==> config.mk <==
export PLATFORM = sky130hd
export DESIGN_NAME = spdif_channel_status_sequencer
export DESIGN_NICKNAME = d
export VERILOG_FILES = /design/src/rtl/spdif_channel_status_sequencer.sv
export SDC_FILE = /design/constraint.sdc
export NUM_CORES = 1
export LEC_CHECK = 0
export CAP_MARGIN = 0
export CORE_MARGIN = 5
export CORE_UTILIZATION = 40
export CTS_BUF_LIST = sky130_fd_sc_hd__clkbuf_8
export DETAILED_ROUTE_END_ITERATION = 10
export PLACE_DENSITY_LB_ADDON = 0.15
export REMOVE_ABC_BUFFERS = 1
export SLEW_MARGIN = 20
export SYNTH_ARGS = -nofsm -noshare
export SYNTH_HDL_FRONTEND = slang
export SYNTH_SLANG_ARGS = --single-unit
==> constraint.sdc <==
create_clock -name clk -period 1.86 [get_ports clk]
set_clock_uncertainty 0.1 [all_clocks]
set_input_delay 0.372 -clock clk [delete_from_list [all_inputs] [get_ports clk]]
set_output_delay 0.372 -clock clk [all_outputs]
set_load 0.02 [all_outputs]
==> src/rtl/spdif_channel_status_sequencer.sv <==
// spdif_channel_status_sequencer
//   Builds the 192-bit IEC 60958-3 consumer Channel Status word for each of
//   NUM_CHANNELS channels and serialises it one bit per IEC frame, aligned to
//   block start. The configuration is latched into a shadow copy at each block
//   boundary, so a block is never torn by a mid-block input change.
//   Optional feature macro: SPDIF_CS_CRCC_EN (per-channel CRC-8 in cs[191:184]).
// Ports
//   clk            system clock, rising edge
//   nReset         synchronous active-low reset
//   enable         run request, sampled only at block boundaries
//   frameStrobe    one-cycle pulse per IEC frame
//   categoryCode   cs[15:8]
//   samplingFreq   cs[27:24], inverted copy in cs[39:36]
//   wordLength     cs[35:32]
//   copyPermit     cs[2]
//   preEmphasis    cs[5:3] = 001 when set
//   channelNumEn   cs[23:20] = channel+1 when set, else 0
//   csBits         current cs bit, one per channel
//   blockStart     high while csBits carries cs bit 0
//   frameIndex     index 0..191 of the bit on csBits
//   configLatched  one-cycle pulse when the shadow config is loaded
module spdif_channel_status_sequencer #(
  parameter int unsigned NUM_CHANNELS   = 2,
  parameter logic [1:0]  CLOCK_ACCURACY = 2'b00
) (
  input  logic                    clk,
  input  logic                    nReset,
  input  logic                    enable,
  input  logic                    frameStrobe,
  input  logic [7:0]              categoryCode,
  input  logic [3:0]              samplingFreq,
  input  logic [3:0]              wordLength,
  input  logic                    copyPermit,
  input  logic                    preEmphasis,
  input  logic                    channelNumEn,
  output logic [NUM_CHANNELS-1:0] csBits,
  output logic                    blockStart,
  output logic [7:0]              frameIndex,
  output logic                    configLatched
);

  typedef enum logic {IDLE, RUN} state_t;
  state_t state;

  logic [7:0] sh_cat;
  logic [3:0] sh_fs, sh_wl;
  logic       sh_copy, sh_pre, sh_chen;

  logic       wrap, load, stop, advance;
  logic [7:0] nidx;
  logic [7:0] cf_cat;
  logic [3:0] cf_fs, cf_wl;
  logic       cf_copy, cf_pre, cf_chen;

  logic [39:0]             words [NUM_CHANNELS];
  logic [NUM_CHANNELS-1:0] next_bits;

`ifdef SPDIF_CS_CRCC_EN
  logic [7:0] crc_q    [NUM_CHANNELS];
  logic [7:0] crc_next [NUM_CHANNELS];
  logic [7:0] crc_seed;
`endif

  function automatic logic [39:0] cs_word(
    input logic [7:0] cat,
    input logic [3:0] fs,
    input logic [3:0] wl,
    input logic       copy,
    input logic       pre,
    input logic [3:0] chnum
  );
    return {~fs, wl, 2'b00, CLOCK_ACCURACY, fs, chnum, 4'b0000,
            cat, 2'b00, (pre ? 3'b001 : 3'b000), copy, 2'b00};
  endfunction

  // The bit emitted at a block boundary must come from the config being
  // loaded on that same edge, so bit selection looks through the shadow.
  always_comb begin
    wrap    = (state == RUN) && (frameIndex == 8'd191);
    load    = enable && ((state == IDLE) || wrap);
    stop    = wrap && !enable;
    advance = (state == RUN) || enable;
    nidx    = ((state == IDLE) || wrap) ? 8'd0 : frameIndex + 8'd1;
    cf_cat  = load ? categoryCode : sh_cat;
    cf_fs   = load ? samplingFreq : sh_fs;
    cf_wl   = load ? wordLength   : sh_wl;
    cf_copy = load ? copyPermit   : sh_copy;
    cf_pre  = load ? preEmphasis  : sh_pre;
    cf_chen = load ? channelNumEn : sh_chen;
  end

  always_comb begin
    words = '{default: '0};
    for (int unsigned c = 0; c < NUM_CHANNELS; c++) begin
      words[c] = cs_word(cf_cat, cf_fs, cf_wl, cf_copy, cf_pre,
                         cf_chen ? 4'(c + 1) : 4'd0);
    end
  end

  always_comb begin
    next_bits = '0;
`ifdef SPDIF_CS_CRCC_EN
    crc_next = '{default: '0};
    crc_seed = '0;
`endif
    for (int unsigned c = 0; c < NUM_CHANNELS; c++) begin
      if (nidx < 8'd40) next_bits[c] = words[c][nidx[5:0]];
`ifdef SPDIF_CS_CRCC_EN
      // 184..191 share low bits 0..7, so nidx[2:0] selects the CRC bit.
      if (nidx >= 8'd184) next_bits[c] = crc_q[c][nidx[2:0]];
      crc_seed    = (nidx == 8'd0) ? 8'hFF : crc_q[c];
      crc_next[c] = {crc_seed[6:0], 1'b0} ^
                    ((crc_seed[7] ^ next_bits[c]) ? 8'h1D : 8'h00);
`endif
    end
  end

  always_ff @(posedge clk) begin
    if (!nReset) begin
      state         <= IDLE;
      csBits        <= '0;
      blockStart    <= 1'b0;
      frameIndex    <= '0;
      configLatched <= 1'b0;
      sh_cat        <= '0;
      sh_fs         <= '0;
      sh_wl         <= '0;
      sh_copy       <= 1'b0;
      sh_pre        <= 1'b0;
      sh_chen       <= 1'b0;
`ifdef SPDIF_CS_CRCC_EN
      for (int unsigned c = 0; c < NUM_CHANNELS; c++) crc_q[c] <= '0;
`endif
    end else begin
      configLatched <= 1'b0;
      if (frameStrobe) begin
        if (load) begin
          sh_cat        <= categoryCode;
          sh_fs         <= samplingFreq;
          sh_wl         <= wordLength;
          sh_copy       <= copyPermit;
          sh_pre        <= preEmphasis;
          sh_chen       <= channelNumEn;
          configLatched <= 1'b1;
        end
        if (stop) begin
          state      <= IDLE;
          csBits     <= '0;
          frameIndex <= '0;
          blockStart <= 1'b0;
        end else if (advance) begin
          state      <= RUN;
          csBits     <= next_bits;
          frameIndex <= nidx;
          blockStart <= (nidx == 8'd0);
`ifdef SPDIF_CS_CRCC_EN
          for (int unsigned c = 0; c < NUM_CHANNELS; c++) begin
            if (nidx < 8'd184) crc_q[c] <= crc_next[c];
          end
`endif
        end
      end
    end
  end

endmodule

---- Yosys cells after proc, flatten, opt, wreduce, memory -nomap -nowiden ----
Index checks and enable logic that the tools add are counted.
cells by class
  add/subtract/negate cells ............... 1
  $mul .................................... 0
  divide/modulo/power cells ............... 0
  order comparisons ....................... 2
  equal/unequal tests ..................... 1
  shift-type cells ........................ 0
  mux-type cells .......................... 25
  bitwise operators ....................... 2
  reductions and logical operators ........ 10
operators by type and width
  operator                                                                      count
  8-bit two-way mux                                                             4
  1-bit two-way mux                                                             14
  1-bit binary-select mux with 6-bit select                                     2
  8-bit by 1-bit adder with 8-bit output, second input constant                 1
  8-bit equality test, second input constant                                    1
  8-bit zero test                                                               1
  8-bit by 6-bit less-than comparator with 1-bit output, second input constant  1
  4-bit two-way mux                                                             2
  6-bit by 7-bit less-than comparator with 1-bit output, second input constant  1
  2-bit two-way mux                                                             3
  4-bit NOT                                                                     1
  2-bit AND reduction                                                           2
  1-bit logical AND                                                             3
  1-bit logical OR                                                              2
  2-bit nonzero test                                                            1
  1-bit zero test                                                               1
  1-bit NOT                                                                     1
storage, ports and cells
  register bits ........................... 32
  bits in latches ......................... 0
  RAM bits ................................ 0
  ROM bits ................................ 0
  bits of input ports ..................... 23
  output and inout port bits .............. 12
  logic and storage cells ................. 52
  memories kept ........................... 0

---- Longest topological paths before layout ----
Gate-level depths: netlist (run 1).
  word-level depth ........................ 11
  gate-level depth with buffers ........... 8
  depth with buffers taken out ............ 6

---- Worst setup path before layout (run 1) ----
No wires, ideal clock.
  path type ............................... flip-flop to flip-flop
  start point ............................. reg frameIndex[1]
  end point ............................... reg csBits[1]
  library setup time ...................... 134 ps
  data arrival time ....................... 1812 ps
  data required time ...................... 1626 ps
  setup slack ............................. -186 ps
  cell stages (with the launch flop) ...... 7
  buffers on the path ..................... 1
  period minus slack after synthesis ...... 2046 ps
  cells stage by stage .................... dfxtp_1 -> ha_1 -> buf_4 -> mux4_2 -> nor3b_1 -> a211oi_1 -> o311ai_1
on the way
  longest elaborated chain between the ends .. 11
  elaborated cells on any way between the ends .. 24
  those cells by class .................... add/sub: 1; order compare: 1; eq/ne: 1; mux: 14; bitwise: 1; reduce/logical: 6
ends and longest elaborated chain
  what                                                                                             RTL line  source
  start: declaration                                                                               38        output logic [7:0] frameIndex,
  start signal: assignment                                                                         154       frameIndex <= nidx;
  parallel branches: the longest is 11 deep, another holds 8-bit by 1-bit adder with 8-bit output  n/a
  end signal: assignment                                                                           153       csBits <= next_bits;
  end: declaration                                                                                 36        output logic [NUM_CHANNELS-1:0] csBits,
Several ways; the timed one is not identified. The select of a mux whose other input is x is not followed.
A chain may end at the register's enable or synchronous reset.

---- Worst setup path in the final report (run 1) ----
  start point ............................. reg frameIndex[0]
  end point ............................... reg csBits[1]
The elaborated chain is that of the path after synthesis.

==> results of run 1 <==
## cells by family (layout without fill, tap and decap cells)
logic type | count (synthesis) | in the layout
compound gates | 50 | 50
xor+xnor | 7 | 7
fa+ha+maj | 1 | 1
buf+inv | 18 | 69
flops | 32 | 32
mux | 7 | 7
simple gates | 84 | 84
## layout make-up
| type | instances | area [µm²] | share of cell area [%] |
|---|---|---|---|
| clock buffers | 6 | 82.6 | 3.48 |
| clock inverters | 2 | 7.51 | 0.316 |
| inverters | 3 | 11.3 | 0.474 |
| multi-input cells | 149 | 1020 | 43.0 |
| flip-flops and latches | 32 | 646 | 27.2 |
| well taps | 52 | 65.1 | 2.74 |
| repair buffers | 58 | 541 | 22.8 |
## power by group through the flow
stage	Clock [mW]	Sequential, mW	Combinational [mW]
after global placement	0	0.741	0.207
after global routing	0.583	0.729	0.231
final	0.532	0.728	0.209
after detailed placement	0	0.742	0.209
after floorplan	0	0.743	0.0868
after CTS	0.553	0.727	0.211
## how the worst max path moves through the flow
stage                               start                endpoint  slack [ns]
2_1_floorplan  frameIndex[0]$_SDFFE_PN0P_  sh_cat[0]$_SDFFE_PN0P_       -0.47
3_3_place_gp   frameIndex[0]$_SDFFE_PN0P_  csBits[0]$_SDFFE_PN0P_       -0.11
3_5_place_dp   frameIndex[0]$_SDFFE_PN0P_  csBits[1]$_SDFFE_PN0P_       -0.15
4_1_cts        frameIndex[1]$_SDFFE_PN0P_  csBits[1]$_SDFFE_PN0P_       -0.03
5_1_grt        frameIndex[0]$_SDFFE_PN0P_  csBits[1]$_SDFFE_PN0P_       -0.11
6_report       frameIndex[0]$_SDFFE_PN0P_  csBits[1]$_SDFFE_PN0P_       -0.04
## per-layer routing
metal / up-vias / wire length [µm] / track usage [%]
met4: 0 / 60 / 5.77
met3: 4 / 211 / 3.78
met1: 736 / 2050 / 20.5
met5: - / 0 / 0
met2: 40 / 2020 / 24.0
li1: 806 / - / -
## metrics by stage
step / worst slack, ns / area [µm²] / setup TNS, ns / utilization (%)
6_report: -0.0377 / 2370 / -0.0377 / 55.3
5_1_grt: -0.113 / 2370 / -0.216 / 55.3
4_1_cts: -0.0349 / 2360 / -0.0372 / 55.1
3_5_place_dp: -0.146 / 2260 / -0.286 / 52.6
3_3_place_gp: -0.111 / 2260 / -0.220 / 52.6
2_1_floorplan: -0.470 / 1660 / -10.79 / -
## critical path, stage by stage, from the launching register on
cell	delay, ns
dfxtp_2	0.33
ha_4	0.30
mux4_2	0.50
nor3b_1	0.17
a211oi_1	0.26
o311ai_1	0.12
## timing repair
item                                    CTS  global route
gates cloned                              0             0
hold buffers                              0             0
endpoints found under the hold margin     0             0
endpoints found under the setup margin    5            12
pin swaps                                 4             0
resized for setup                         8             5
## Yosys cell counts (3+ instances only)
cell	number
mux4_2	4
buf_2	5
clkbuf_1	5
nor2b_1	6
nand3_1	6
o21ai_0	5
a21oi_1	5
nand2_1	44
o21a_1	4
a21boi_1	19
xor2_1	3
buf_4	3
dfxtp_1	32
nor2_1	6
a22oi_1	4
xnor2_1	3
inv_1	3
nor3_1	3
## registers in the layout, summed over array words and instances (netlist names)
| signal | flops |
|---|---|
| sh_chen | 1 |
| configLatched | 1 |
| sh_wl | 4 |
| sh_fs | 4 |
| state | 1 |
| sh_cat | 8 |
| sh_pre | 1 |
| csBits | 2 |
| frameIndex | 8 |
| blockStart | 1 |
| sh_copy | 1 |
==> qor.csv, run 1 <==
metric,value,unit
status,finished with violations,
failing checks,negative setup slack,
Max Fclk,0.527,GHz
vias in the first global route,1501,
clock latency on the worst-skew pair,0.28,ns
drt pass-1 iters,4,
FF-to-FF path depth,5,
Synth top area share,36.6,%
Worst Path Arrival,1.95,ns
CP startpoint kind,flop,
FP Rows,24,
largest net degree at the start of global routing,33,
post-DP HPWL,3240,µm
Tot Pwr,1.47,mW
endpoints failing setup,1,
"FFs w/ async S/R, synth",0,%
die area,0.00580,mm²
simple-gate share of the synthesized area,24.7,%
xor/xnor share of the synthesized area,3.93,%
Synth cell types,48,
fin. max-slew vios,0,
placed cells,294,
Final Non-Filler Cells,302,
Yosys top cell by area,dfxtp_1,
"FF+latch count, synth",32,
via count,1586,
post-synthesis adder-cell area fraction,0.715,%
H-tree Lvls,2,
Cell Int Power,1.12,mW
Worst-Margin Slew,0.387,ns
Max clock buf depth,2,
clock slew at reported path FFs,0.07,ns
"Setup Fix Bufs, Post-CTS",0,
CP Class,reg -> reg,
Initial DRC Count,96,
Power Dens Cells,618,mW/mm²
Fin Hold WS,0.354,ns
Core Area,0.00429,mm²
total grt overflow,0,
multiplexer area fraction after synthesis,6.93,%
Fillers,423,
Port-buffer cells,34,
largest family of logic cells by synthesized area,simple AND/OR/NAND/NOR gates,
ranking of synthesized cells by area,"dfxtp_1 37%, nand2_1 9.4%, a21boi_1 8.1%",
Compound-Gate Fraction of Synth Area,21.4,%
HP Class,reg -> reg,
Peak supply drop,0.338,mV
Slew HR,74.2,%
RSZ-0062 raised after global routing,true,
vias per inst,5.25,
Leak Pwr,0.943,nW
prevailing post-synth register cell,dfxtp_1,
DRC viols,0,
GRT Util Overall,15.4,%
Clock Power Share,36.2,%
WL per Instance,14.4,µm
nets,273,
"Hold Vio Cnt, Final",0,
critical path required time,1.92,ns
switching pwr,350,µW
area grow syn2layout,35.7,%
io pins,35,
setup ws final,-0.0377,ns
gpl congestion,0.806,
fin crit share,102,%
FF-to-FF Start,frameIndex[0]$_SDFFE_PN0P_,
die extent in y,76.2,µm
DRT Wirelength,4340,µm
"commonest non-fill, non-tap cell in the layout",nand2_1,
Synth Cell Area,0.00175,mm²
Root Driver,clkbuf_8,
initial antenna violation count,0,
min-delay src,sh_pre$_SDFFE_PN0P_,
Hold Path Stages,2,
r2r setup slk,-0.04,ns
switching part of the total power,23.8,%
Logic pwr share,14.3,%
"commonest cells after routing, fill and taps aside","44 x nand2_1, 28 x dfxtp_1, 28 x clkdlybuf4s50_1",
antenna-violating nets left,0,
Synth Warn #,0,
crit end category,flop,
share of layout cells above drive strength 1,20.0,%
post-synthesis sequential area ratio,36.6,%
Avg Inst Size Synth,8.80,µm²
Tmin final,1.90,ns
width of the die,76.2,µm
diodes inserted,0,
first-pass GRT wire length,7320,µm
Worst Hold Path EP,sh_pre$_SDFFE_PN0P_,
CTS tree,done,
Initial Util,40.8,%
part of the power in registers,49.5,%
clk sink count,32,
number of synthesized flops with an enable pin,0,
reg2reg end,csBits[1]$_SDFFE_PN0P_,
max cap viols,0,
Num CTS Buffers,5,
"Max FO, Critical Path",4,
post-synthesis cell count,199,
Power figures use the tool's default switching activity.
==> run 2, diff against run 1 <==
==> constraint.sdc (replaced) <==
create_clock -name clk -period 2.1 [get_ports clk]
set_clock_uncertainty 0.1 [all_clocks]
set_input_delay 0.42 -clock clk [delete_from_list [all_inputs] [get_ports clk]]
set_output_delay 0.42 -clock clk [all_outputs]
set_load 0.02 [all_outputs]
==> run 2 against run 1 <==
Net effect: the flow now finishes without violations; non-clock buffer count is 10 lower; power decreased by 15%; via count fell by 2.0%; routed wire length fell by 8.2%; sequential power fell by 12%.
==> qor.csv, run 2 (synthesis results as in run 1) <==
metric,value,unit
CP Depth,1,
crit path cell chain,clkdlybuf4s50_1,
"commonest non-fill, non-tap cell in the layout",nand2_1,
vias per inst,5.34,
antenna-violating nets left,0,
CP startpoint kind,flop,
io pins,35,
Worst path max stage delay,0.68,ns
DRC viols,0,
Port-buffer cells,34,
Core Area,0.00429,mm²
fin crit share,96.2,%
share of layout cells above drive strength 1,15.1,%
FF-to-FF Start,frameIndex[3]$_SDFFE_PN0P_,
CP top delay family,buffers and inverters,
crit end category,output pin,
reg2reg end,sh_wl[2]$_SDFFE_PN0P_,
width of the die,76.2,µm
Slew HR,70.7,%
DRT Wirelength,3980,µm
Tmin final,2.02,ns
"Max FO, Critical Path",10,
critical path required time,1.58,ns
die area,0.00580,mm²
vias in the first global route,1457,
multi-input logic area,0.00103,mm²
Power Dens Cells,549,mW/mm²
initial antenna violation count,0,
Initial DRC Count,70,
area grow syn2layout,30.4,%
Peak supply drop,0.373,mV
Largest regs,"frameIndex (8), sh_cat (8)",
min-delay src,sh_cat[0]$_SDFFE_PN0P_,
fin. max-slew vios,0,
CTS tree,done,
Fillers,420,
H-tree Lvls,2,
Worst Path Arrival,1.50,ns
Initial Util,40.8,%
GRT Util Overall,14.3,%
placed cells,284,
worst path buffer plus inverter count,1,
drt pass-1 iters,4,
Max clock buf depth,2,
"Design Area, Final",0.00228,mm²
FF-to-FF path depth,6,
Leak Pwr,0.811,nW
Hold Path Stages,2,
r2r setup slk,0.16,ns
HP Class,reg -> reg,
post-DP HPWL,2950,µm
max cap viols,0,
clk sink count,32,
FP Rows,24,
total grt overflow,0,
via count,1554,
WL met1,1860,µm
DP Area,0.00218,mm²
first-pass GRT wire length,6840,µm
flip-flop and latch area,641,µm²
clock slew at reported path FFs,0.06,ns
diodes inserted,0,
gpl congestion,0.775,
"Hold Vio Cnt, Final",0,
Worst-Margin Slew,0.439,ns
clock latency on the worst-skew pair,0.28,ns
CP Class,reg -> out,
nets,263,
highest routed layer,met4,
largest net degree at the start of global routing,33,
Num CTS Buffers,5,
status,finished clean,
Max Fclk,0.495,GHz
fin util,53.1,%
Final Non-Filler Cells,291,
Critical-path top delay cell,clkdlybuf4s50_1,
Root Driver,clkbuf_8,
RSZ-0062 raised after global routing,false,
Worst Hold Path EP,sh_cat[0]$_SDFFE_PN0P_,
WL per Instance,13.7,µm
endpoints failing setup,0,
die extent in y,76.2,µm
met3 wire length,159,µm
"commonest cells after routing, fill and taps aside","44 x nand2_1, 34 x clkdlybuf4s50_1, 32 x dfxtp_1",
Routed met2 length,1920,µm
==> run 2: worst max-delay path by stage <==
| stage | slack, ns | startpoint | endpoint |
|---|---|---|---|
| 2_1_floorplan | -0.23 | frameIndex[0]$_SDFFE_PN0P_ | sh_cat[0]$_SDFFE_PN0P_ |
| 3_3_place_gp | 0.07 | frameIndex[0]$_SDFFE_PN0P_ | csBits[0]$_SDFFE_PN0P_ |
| 3_5_place_dp | 0.03 | frameIndex[0]$_SDFFE_PN0P_ | csBits[1]$_SDFFE_PN0P_ |
| 4_1_cts | 0.02 | frameIndex[0]$_SDFFE_PN0P_ | csBits[1]$_SDFFE_PN0P_ |
| 5_1_grt | 0.007 | frameIndex[3]$_SDFFE_PN0P_ | frameIndex[3] |
| 6_report | 0.08 | frameIndex[3]$_SDFFE_PN0P_ | frameIndex[3] |
==> run 2: layout make-up <==
class	count	share of cell area, %
repair buffers	48	20.1
flip-flops and latches	32	28.1
clock buffers	5	3.02
clock inverters	2	0.384
inverters	3	0.493
multi-input cells	149	45.1
well taps	52	2.85
==> run 2: repair_timing <==
item | CTS | global route
setup endpoints to repair | 0 | 14
hold buffers | 0 | 0
gates resized for setup | 0 | 3
setup buffers | 0 | 0
==> run 2: power breakdown <==
group | total [mW] | internal (mW) | switching [mW]
clock | 0.433 | 0.220 | 0.213
sequential | 0.644 | 0.628 | 0.0161
combinational | 0.176 | 0.0990 | 0.0768
total | 1.25 | 0.947 | 0.306
==> run 2: layer usage <==
metal / GRT usage (%) / up-vias
li1: - / 786
met1: 17.2 / 738
met2: 24.3 / 26
met3: 3.66 / 4
met4: 5.42 / 0
met5: 0 / -
==> run 2: stage by stage <==
| step | power (mW) | worst slack [ns] | TNS (ns) | hold slack, ns |
|---|---|---|---|---|
| after floorplan | 0.735 | -0.230 | -4.89 | 0.332 |
| after global placement | 0.831 | 0.0695 | 0 | 0.346 |
| after detailed placement | 0.832 | 0.0289 | 0 | 0.345 |
| after CTS | 1.27 | 0.0225 | 0 | 0.355 |
| after global routing | 1.31 | 0.00702 | 0 | 0.373 |
| final | 1.25 | 0.0791 | 0 | 0.352 |
==> run 3, diff against run 2 <==
--- a/config.mk
+++ b/config.mk
@@ -10,7 +10,7 @@
 export CORE_UTILIZATION = 40
 export CTS_BUF_LIST = sky130_fd_sc_hd__clkbuf_8
 export DETAILED_ROUTE_END_ITERATION = 10
-export PLACE_DENSITY_LB_ADDON = 0.15
+export PLACE_DENSITY_LB_ADDON = 0.25
 export REMOVE_ABC_BUFFERS = 1
 export SLEW_MARGIN = 20
 export SYNTH_ARGS = -nofsm -noshare
==> run 3 against run 2 <==
Net effect: power increased by 3.8%; global-route usage down 0.23 points; count of clock-buffer cells in the layout up 1; design area about the same; sequential power is essentially flat; via count is 2.1% lower.
==> qor.csv, run 3 (synthesis results as in run 1) <==
metric,value,unit
status,finished clean,
drt pass-1 iters,4,
"Hold-fix buffers, CTS",0,
CP Class,reg -> out,
critical path required time,1.58,ns
Root Driver,clkbuf_8,
CP startpoint kind,flop,
Port-buffer cells,34,
largest net degree at the start of global routing,33,
RSZ-0062 raised after global routing,false,
nets,261,
gpl congestion,0.803,
Initial Util,40.8,%
Num CTS Buffers,5,
Fillers,422,
Worst-Margin Slew,0.482,ns
"Setup Fix Bufs, Post-CTS",0,
antenna-violating nets left,0,
Largest regs,"frameIndex (8), sh_cat (8)",
clock latency on the worst-skew pair,0.28,ns
clk sink count,32,
"commonest non-fill, non-tap cell in the layout",nand2_1,
Max clock buf depth,2,
Max Fclk,0.491,GHz
WL per Instance,13.7,µm
Post-CTS Resized,0,
Peak supply drop,0.353,mV
fin util,53.2,%
vias per inst,5.25,
clock slew at reported path FFs,0.06,ns
fin. max-slew vios,0,
die area,0.00580,mm²
fin crit share,97.0,%
pre-CTS WS,0.0308,ns
CP top delay family,buffers and inverters,
endpoints failing setup,0,
"Max FO, Critical Path",11,
HP Class,reg -> reg,
initial antenna violation count,0,
CTS tree,done,
Initial DRC Count,74,
post-DP HPWL,2930,µm
worst path buffer plus inverter count,2,
"commonest cells after routing, fill and taps aside","44 x nand2_1, 34 x clkdlybuf4s50_1, 31 x dfxtp_1",
Tmin final,2.04,ns
die extent in y,76.2,µm
area grow syn2layout,30.5,%
Tot Pwr,1.30,mW
share of layout cells above drive strength 1,15.5,%
Core Area,0.00429,mm²
Worst path max stage delay,0.63,ns
crit path cell chain,buf_4 > clkdlybuf4s50_1,
"Hold Vio Cnt, Final",0,
first-pass GRT wire length,6710,µm
diodes inserted,0,
width of the die,76.2,µm
setup ws final,0.0621,ns
FP Rows,24,
Critical-path top delay cell,clkdlybuf4s50_1,
H-tree Lvls,2,
Leak Pwr,0.807,nW
GRT Util Overall,14.1,%
vias in the first global route,1470,
io pins,35,
DRC viols,0,
max cap viols,0,
via count,1522,
Worst Path Arrival,1.52,ns
Slew HR,67.8,%
crit end category,output pin,
Power Dens Cells,570,mW/mm²
DRT Wirelength,3980,µm
total grt overflow,0,
[run 3: cell count changes in the layout (fill, tap and decap cells not counted), sizes merged]
cell / before / now
buf: 14 / 12
clkbuf: 5 / 6
clkinv: 1 / 2
inv: 4 / 3
[run 3: layout make-up]
| type | count | area [µm²] | share of cell area [%] |
|---|---|---|---|
| Multi-Input combinational cell | 149 | 1030 | 45.1 |
| Sequential cell | 32 | 642 | 28.1 |
| Timing Repair Buffer | 46 | 443 | 19.4 |
| Tap cell | 52 | 65.1 | 2.85 |
| Clock inverter | 2 | 10.0 | 0.438 |
| Clock buffer | 6 | 82.6 | 3.62 |
| Inverter | 3 | 11.3 | 0.493 |
[run 3: worst reg2reg max path: cells and delay by family, from the launching register on]
family,cells,cell delay (ns)
and+or+nand+nor,1,0.17
AOI/OAI and AO/OA,2,0.32
adders and majority gates,1,0.34
muxes,1,0.51
DFF,1,0.34
[run 3: path summary, 6_finish.rpt]
kind | depth (start not counted) | start | to | slack, ns
setup / recovery | 2 | frameIndex[0]$_SDFFE_PN0P_ | frameIndex[0] | 0.06
hold / removal | 2 | sh_fs[2]$_SDFFE_PN0P_ | sh_fs[2]$_SDFFE_PN0P_ | 0.35
hold reg to reg | 2 | sh_fs[2]$_SDFFE_PN0P_ | sh_fs[2]$_SDFFE_PN0P_ | 0.35
setup reg to reg | 5 | frameIndex[0]$_SDFFE_PN0P_ | csBits[1]$_SDFFE_PN0P_ | 0.19
[run 3: metal layers]
metal	up-vias	part of all wire [%]	GRT usage, %
li1	785	-	-
met1	701	45	16.8
met2	30	47	23.0
met3	6	6.6	5.08
met4	0	1.5	5.24
met5	-	0	0
[run 3: where the power goes]
part           switching (mW)  internal, mW  total [mW]
Clock                   0.223         0.261       0.484
Combinational          0.0759        0.0972       0.173
Sequential             0.0165         0.628       0.645
Total                   0.315         0.986        1.30
[run 3: metrics by stage]
step | area (µm²) | cells | setup TNS [ns] | hold slack [ns]
final | 2280 | 290 | 0 | 0.353
after global routing | 2280 | 290 | 0 | 0.369
after global placement | 2170 | 282 | 0 | 0.339
after CTS | 2260 | 290 | 0 | 0.356
after floorplan | 1660 | 184 | -4.89 | 0.332
after detailed placement | 2170 | 282 | 0 | 0.344
